### src/rtl/module_lpf_iir_biquad.sv
// Biquad IIR low-pass: one 18-bit sample per handshake, evaluated with a single
// shared MAC over five cycles; coefficient swaps and history clears land only between samples.
module module_lpf_iir_biquad #(
  parameter int COEF_FRAC = 15,
  parameter int ACC_W     = 48
) (
  input  logic               clk,
  input  logic               reset,
  input  logic [89:0]        coefs_flat,
  input  logic               coefs_update,
  input  logic               state_clear,
  input  logic signed [17:0] sample_in,
  input  logic               sample_in_valid,
  output logic               sample_in_ready,
  output logic signed [17:0] sample_out,
  output logic               sample_out_valid
);

  typedef enum logic [1:0] {IDLE, MAC, OUT} state_t;

  localparam logic signed [ACC_W-1:0] ROUND   = ACC_W'(1) <<< (COEF_FRAC - 1);
  localparam logic signed [ACC_W-1:0] SAT_MAX = ACC_W'(131071);
  localparam logic signed [ACC_W-1:0] SAT_MIN = ACC_W'(-131072);

  state_t                    r_state;
  logic [89:0]               r_coef_active;
  logic [89:0]               r_coef_shadow;
  logic                      r_coef_pending;
  logic                      r_clear_pending;
  logic signed [17:0]        r_x;
  logic signed [17:0]        r_x1;
  logic signed [17:0]        r_x2;
  logic signed [17:0]        r_y1;
  logic signed [17:0]        r_y2;
  logic [2:0]                r_cnt;
  logic signed [ACC_W-1:0]   r_acc;
  logic                      r_ready;
  logic                      r_valid;
  logic signed [17:0]        r_out;

  logic signed [17:0]        w_coef [5];
  logic signed [17:0]        w_coef_sel;
  logic signed [17:0]        w_operand;
  logic                      w_subtract;
  logic signed [35:0]        w_product;
  logic signed [ACC_W-1:0]   w_prod_ext;
  logic signed [ACC_W-1:0]   w_term;
  logic signed [ACC_W-1:0]   w_rounded;
  logic signed [ACC_W-1:0]   w_shifted;
  logic signed [17:0]        w_sat;
  logic [89:0]               w_coef_next;

  genvar gi;
  generate
    for (gi = 0; gi < 5; gi++) begin : g_coef
      assign w_coef[gi] = r_coef_active[gi*18 +: 18];
    end
  endgenerate

  always_comb begin
    w_coef_sel = w_coef[0];
    w_operand  = r_x;
    w_subtract = 1'b0;
    case (r_cnt)
      3'd1: begin w_coef_sel = w_coef[1]; w_operand = r_x1; end
      3'd2: begin w_coef_sel = w_coef[2]; w_operand = r_x2; end
      3'd3: begin w_coef_sel = w_coef[3]; w_operand = r_y1; w_subtract = 1'b1; end
      3'd4: begin w_coef_sel = w_coef[4]; w_operand = r_y2; w_subtract = 1'b1; end
      default: ;
    endcase
  end

  // Feedback terms negate the widened product so a -4.0 coefficient stays exact.
  assign w_product  = w_coef_sel * w_operand;
  assign w_prod_ext = {{(ACC_W-36){w_product[35]}}, w_product};
  assign w_term     = w_subtract ? -w_prod_ext : w_prod_ext;

  assign w_rounded = r_acc + ROUND;
  assign w_shifted = w_rounded >>> COEF_FRAC;

  always_comb begin
    if (w_shifted > SAT_MAX)      w_sat = 18'h1FFFF;
    else if (w_shifted < SAT_MIN) w_sat = 18'h20000;
    else                          w_sat = w_shifted[17:0];
  end

  assign w_coef_next = coefs_update ? coefs_flat : r_coef_shadow;

  always_ff @(posedge clk) begin
    if (!reset) begin
      r_state         <= IDLE;
      r_coef_active   <= '0;
      r_coef_shadow   <= '0;
      r_coef_pending  <= 1'b0;
      r_clear_pending <= 1'b0;
      r_x             <= '0;
      r_x1            <= '0;
      r_x2            <= '0;
      r_y1            <= '0;
      r_y2            <= '0;
      r_cnt           <= '0;
      r_acc           <= '0;
      r_ready         <= 1'b1;
      r_valid         <= 1'b0;
      r_out           <= '0;
    end else begin
      r_valid <= 1'b0;
      if (coefs_update) begin
        r_coef_shadow  <= coefs_flat;
        r_coef_pending <= 1'b1;
      end
      if (state_clear) r_clear_pending <= 1'b1;

      case (r_state)
        IDLE: begin
          if (coefs_update || r_coef_pending) begin
            r_coef_active  <= w_coef_next;
            r_coef_pending <= 1'b0;
          end
          // Clearing here also wipes the history shift done by the previous OUT.
          if (state_clear || r_clear_pending) begin
            r_x1            <= '0;
            r_x2            <= '0;
            r_y1            <= '0;
            r_y2            <= '0;
            r_clear_pending <= 1'b0;
          end
          if (sample_in_valid) begin
            r_x     <= sample_in;
            r_acc   <= '0;
            r_cnt   <= '0;
            r_ready <= 1'b0;
            r_state <= MAC;
          end
        end
        MAC: begin
          r_acc <= r_acc + w_term;
          r_cnt <= r_cnt + 3'd1;
          if (r_cnt == 3'd4) r_state <= OUT;
        end
        OUT: begin
          r_out   <= w_sat;
          r_valid <= 1'b1;
          r_x2    <= r_x1;
          r_x1    <= r_x;
          r_y2    <= r_y1;
          r_y1    <= w_sat;
          r_ready <= 1'b1;
          r_state <= IDLE;
        end
        default: begin
          r_ready <= 1'b1;
          r_state <= IDLE;
        end
      endcase
    end
  end

  assign sample_in_ready  = r_ready;
  assign sample_out       = r_out;
  assign sample_out_valid = r_valid;

endmodule

### config.mk
export PLATFORM = sky130hd
export DESIGN_NAME = module_lpf_iir_biquad
export DESIGN_NICKNAME = d
export VERILOG_FILES = /design/src/rtl/module_lpf_iir_biquad.sv
export SDC_FILE = /design/constraint.sdc
export NUM_CORES = 2
export LEC_CHECK = 0
export CAP_MARGIN = 40
export CORE_MARGIN = 2
export CORE_UTILIZATION = 40
export CTS_BUF_LIST = sky130_fd_sc_hd__clkbuf_4 sky130_fd_sc_hd__clkbuf_8 sky130_fd_sc_hd__clkbuf_16
export DETAILED_ROUTE_END_ITERATION = 8
export PLACE_DENSITY = 0.61
export SYNTH_ARGS = -nofsm -noshare
export SYNTH_HDL_FRONTEND = slang
export SYNTH_SLANG_ARGS = --single-unit
export TNS_END_PERCENT = 100
### constraint.sdc
create_clock -name clk -period 16.2 [get_ports clk]
set_clock_uncertainty 0.2 [all_clocks]
set_input_delay 2.43 -clock clk [delete_from_list [all_inputs] [get_ports clk]]
set_output_delay 2.43 -clock clk [all_outputs]
set_load 0.1 [all_outputs]
==> impl_metrics.json <==
{
  "finalNetCount": 4059,
  "critPathCaptureType": "register",
  "dieArea_um2": 76300,
  "worst_ep_arrival_time_ns": 12.58,
  "antenna_left": 0,
  "grt_max_degree": 90,
  "worstPathRequired_ns": 16.49,
  "crit_type": "reg -> reg",
  "grt_overflow": 0,
  "synth.avg_cell_area_um2": 8.75,
  "p_sw_frac": 0.515,
  "finalHoldViolations": 0,
  "critPathMaxFanout": 61,
  "final_cell_count_no_fill": 4452,
  "cpMaxStageDelayCell": "mux2i_1",
  "yosysWarnings": 0,
  "slew_viol_final": 0,
  "layout_min_cycle_time_ns": 12.29,
  "p_comb_frac": 0.763,
  "synthDominantCellAreaShare": 0.233,
  "viasPerCell": 5.26,
  "setup_violations": 0,
  "area_delta_synth_final_pct": 13.7,
  "postCtsSetupRepairBufs": 0,
  "fillers": 7180,
  "grt_pass1_wl_um": 132000,
  "portBuffers": 132,
  "rows": 99,
  "leakage_nw": 15.8,
  "synth.most_common_cell": "inv_1",
  "h-tree-depth": 2,
  "holdBufCountCts": 0,
  "detail_route.wl_per_cell_um": 18.1,
  "yosysSeqAreaShare": 0.233,
  "antenna_found_initial": 0,
  "clock-sinks": 345,
  "powerDensity_nw_per_um2": 235,
  "cts-root-buf": "clkbuf_16",
  "gp_congestion": 0.903,
  "syn_nets": 3979,
  "rsz0062_at_grt": "no",
  "grt_pass1_vias": 23477,
  "insertion_delay_ns": 0.57,
  "synth_edf_count": 0,
  "cts_buffer_depth": 3,
  "cpPeakStageDelay_ns": 0.81,
  "p_int_w": 0.00385,
  "postSynthCellCount": 3387,
  "final-seq-area_um2": 6910,
  "drt-total-wl_um": 80600,
  "core_um2": 73200,
  "via_count": 23409,
  "die_x_um": 276,
  "drc": 0,
  "yosysUniqueCellTypes": 82,
  "cpMostUsedCell": "fa_1",
  "start_util": 0.405,
  "dr.pass1.iters": 5,
  "globalRouteTotalUtil": 0.214,
  "ios": 133,
  "p_clk_frac": 0.114,
  "die_y_um": 276,
  "cts_tree": "yes",
  "synth_common_cells": "inv_1, nand2_1, dfxtp_1, fa_1, nor2_1",
  "critical-path-top-delay-family": "adder cells",
  "clkSlewWorstSetupHoldPaths_ns": 0.06,
  "initialDrtViolationCount": 1671,
  "ys_seq_elements": 345,
  "p_sw_w": 0.00408,
  "synthTopCellsByArea": "dfxtp_1, fa_1, ha_1",
  "fmax_mhz": 81.4,
  "status": "completed",
  "hp-class": "reg -> reg",
  "sequentialPowerShare": 0.124,
  "critPathBufInv": 7,
  "vdd_drop_max_mv": 0.554,
  "tightest_slew_ns": 0.935,
  "maxCapViolCount": 0,
  "slew_headroom": 0.359,
  "finalPower_w": 0.00793,
  "drive_above_1_share": 0.0590,
  "multi_input_area_um2": 20400,
  "finalCritPeriodShare": 0.758,
  "detailed_place_hpwl_um": 63000,
  "synth_top_flop_cell": "dfxtp_1",
  "yosysTopAreaCell": "dfxtp_1",
  "cts_made_buffers": 36,
  "crit_path_start_kind": "register",
  "syn-cell-area_um2": 29600,
  "async_reset_ff_frac": 0,
  "post_cts_resized": 0,
  "setup_tns_ns": 0,
  "placedCellCount": 4388
}
-- logic make-up (layout without fill, tap and decap cells) --
kind of cell,count (synthesis),in the layout,share of synthesized area
multiplexers,114,114,0.0385
flip-flops,345,345,0.233
XOR/XNOR,137,137,0.0405
AND/OR/NAND/NOR,1043,1043,0.161
other,0,1,0
AO/OA/AOI/OAI,654,654,0.162
adder cells (fa/ha/maj),479,479,0.286
buffers and inverters,615,720,0.0784
-- final cells by class --
type	instances	share of cell area
Clock inverter	18	0.00824
Sequential cell	345	0.205
Inverter	442	0.0492
Tap cell	959	0.0356
Multi-Input combinational cell	2427	0.606
Clock buffer	45	0.0297
Timing Repair Buffer	215	0.0658
Antenna cell	1	0.0000743
-- registers in the layout, summed over array words and instances, names as in the netlist, 2 cells and up --
| signal | cells |
|---|---|
| r_x2 | 18 |
| r_acc | 48 |
| r_coef_active | 90 |
| r_cnt | 3 |
| r_y1 | 18 |
| r_coef_shadow | 90 |
| r_state | 2 |
| sample_out | 18 |
| r_y2 | 18 |
| r_x | 18 |
| r_x1 | 18 |
-- tightest hold or removal path, stage by stage (launching register included) --
cell	delay [ns]
dfxtp_1	0.31
nand2_1	0.05
a21boi_1	0.05
-- cell usage in the layout, fill, tap and decap left out, types with 22 or more instances in the layout --
| master | instances |
|---|---|
| fa_1 | 330 |
| buf_4 | 59 |
| and2_1 | 23 |
| nor2b_1 | 125 |
| a22oi_1 | 88 |
| a31oi_1 | 42 |
| nand3_1 | 57 |
| nand2b_1 | 23 |
| o211a_1 | 90 |
| nand2_1 | 423 |
| nor3_1 | 25 |
| xnor2_1 | 83 |
| a21o_1 | 37 |
| clkdlybuf4s50_1 | 130 |
| a21oi_1 | 78 |
| xor2_1 | 54 |
| inv_1 | 442 |
| mux2i_1 | 113 |
| clkbuf_16 | 36 |
| a21boi_0 | 55 |
| or2_2 | 22 |
| ha_1 | 149 |
| o21ai_0 | 102 |
| dfxtp_1 | 345 |
| nor2_1 | 263 |
| a22o_1 | 54 |
-- power groups by stage --
stage	Clock, W	Sequential, W	Combinational [W]
final	0.000900	0.000981	0.00605
after floorplan	0	0.000973	0.00459
after CTS	0.000915	0.000981	0.00604
after global routing	0.000950	0.000988	0.00679
after global placement	0	0.00100	0.00597
after detailed placement	0	0.000999	0.00596
-- layer usage --
layer | vias up | track usage | wire, um
li1 | 11274 | - | -
met3 | 110 | 0.0324 | 4080
met1 | 11433 | 0.301 | 37700
met4 | 0 | 0.0609 | 2270
met5 | - | 0 | 0
met2 | 592 | 0.341 | 36500
-- worst paths after layout --
kind / cells past startpoint / slack, ns / from / to
min reg2reg: 2 / 0.26 / sample_out[0] / sample_out[0]
max: 44 / 3.91 / r_cnt[0] / r_acc[47]
min: 2 / 0.26 / sample_out[0] / sample_out[0]
max reg2reg: 44 / 3.91 / r_cnt[0] / r_acc[47]
-- metrics by stage --
stage	utilization	hold WS [ns]	area [um^2]	worst slack [ns]
global route	0.460	0.291	33700	3.21
CTS	0.460	0.262	33700	4.03
global placement	0.435	0.250	31800	4.13
floorplan	-	0.236	29600	4.99
finish	0.460	0.258	33700	3.91
detailed placement	0.443	0.253	32400	4.13
Note: power is estimated with default switching activity, not from simulation.
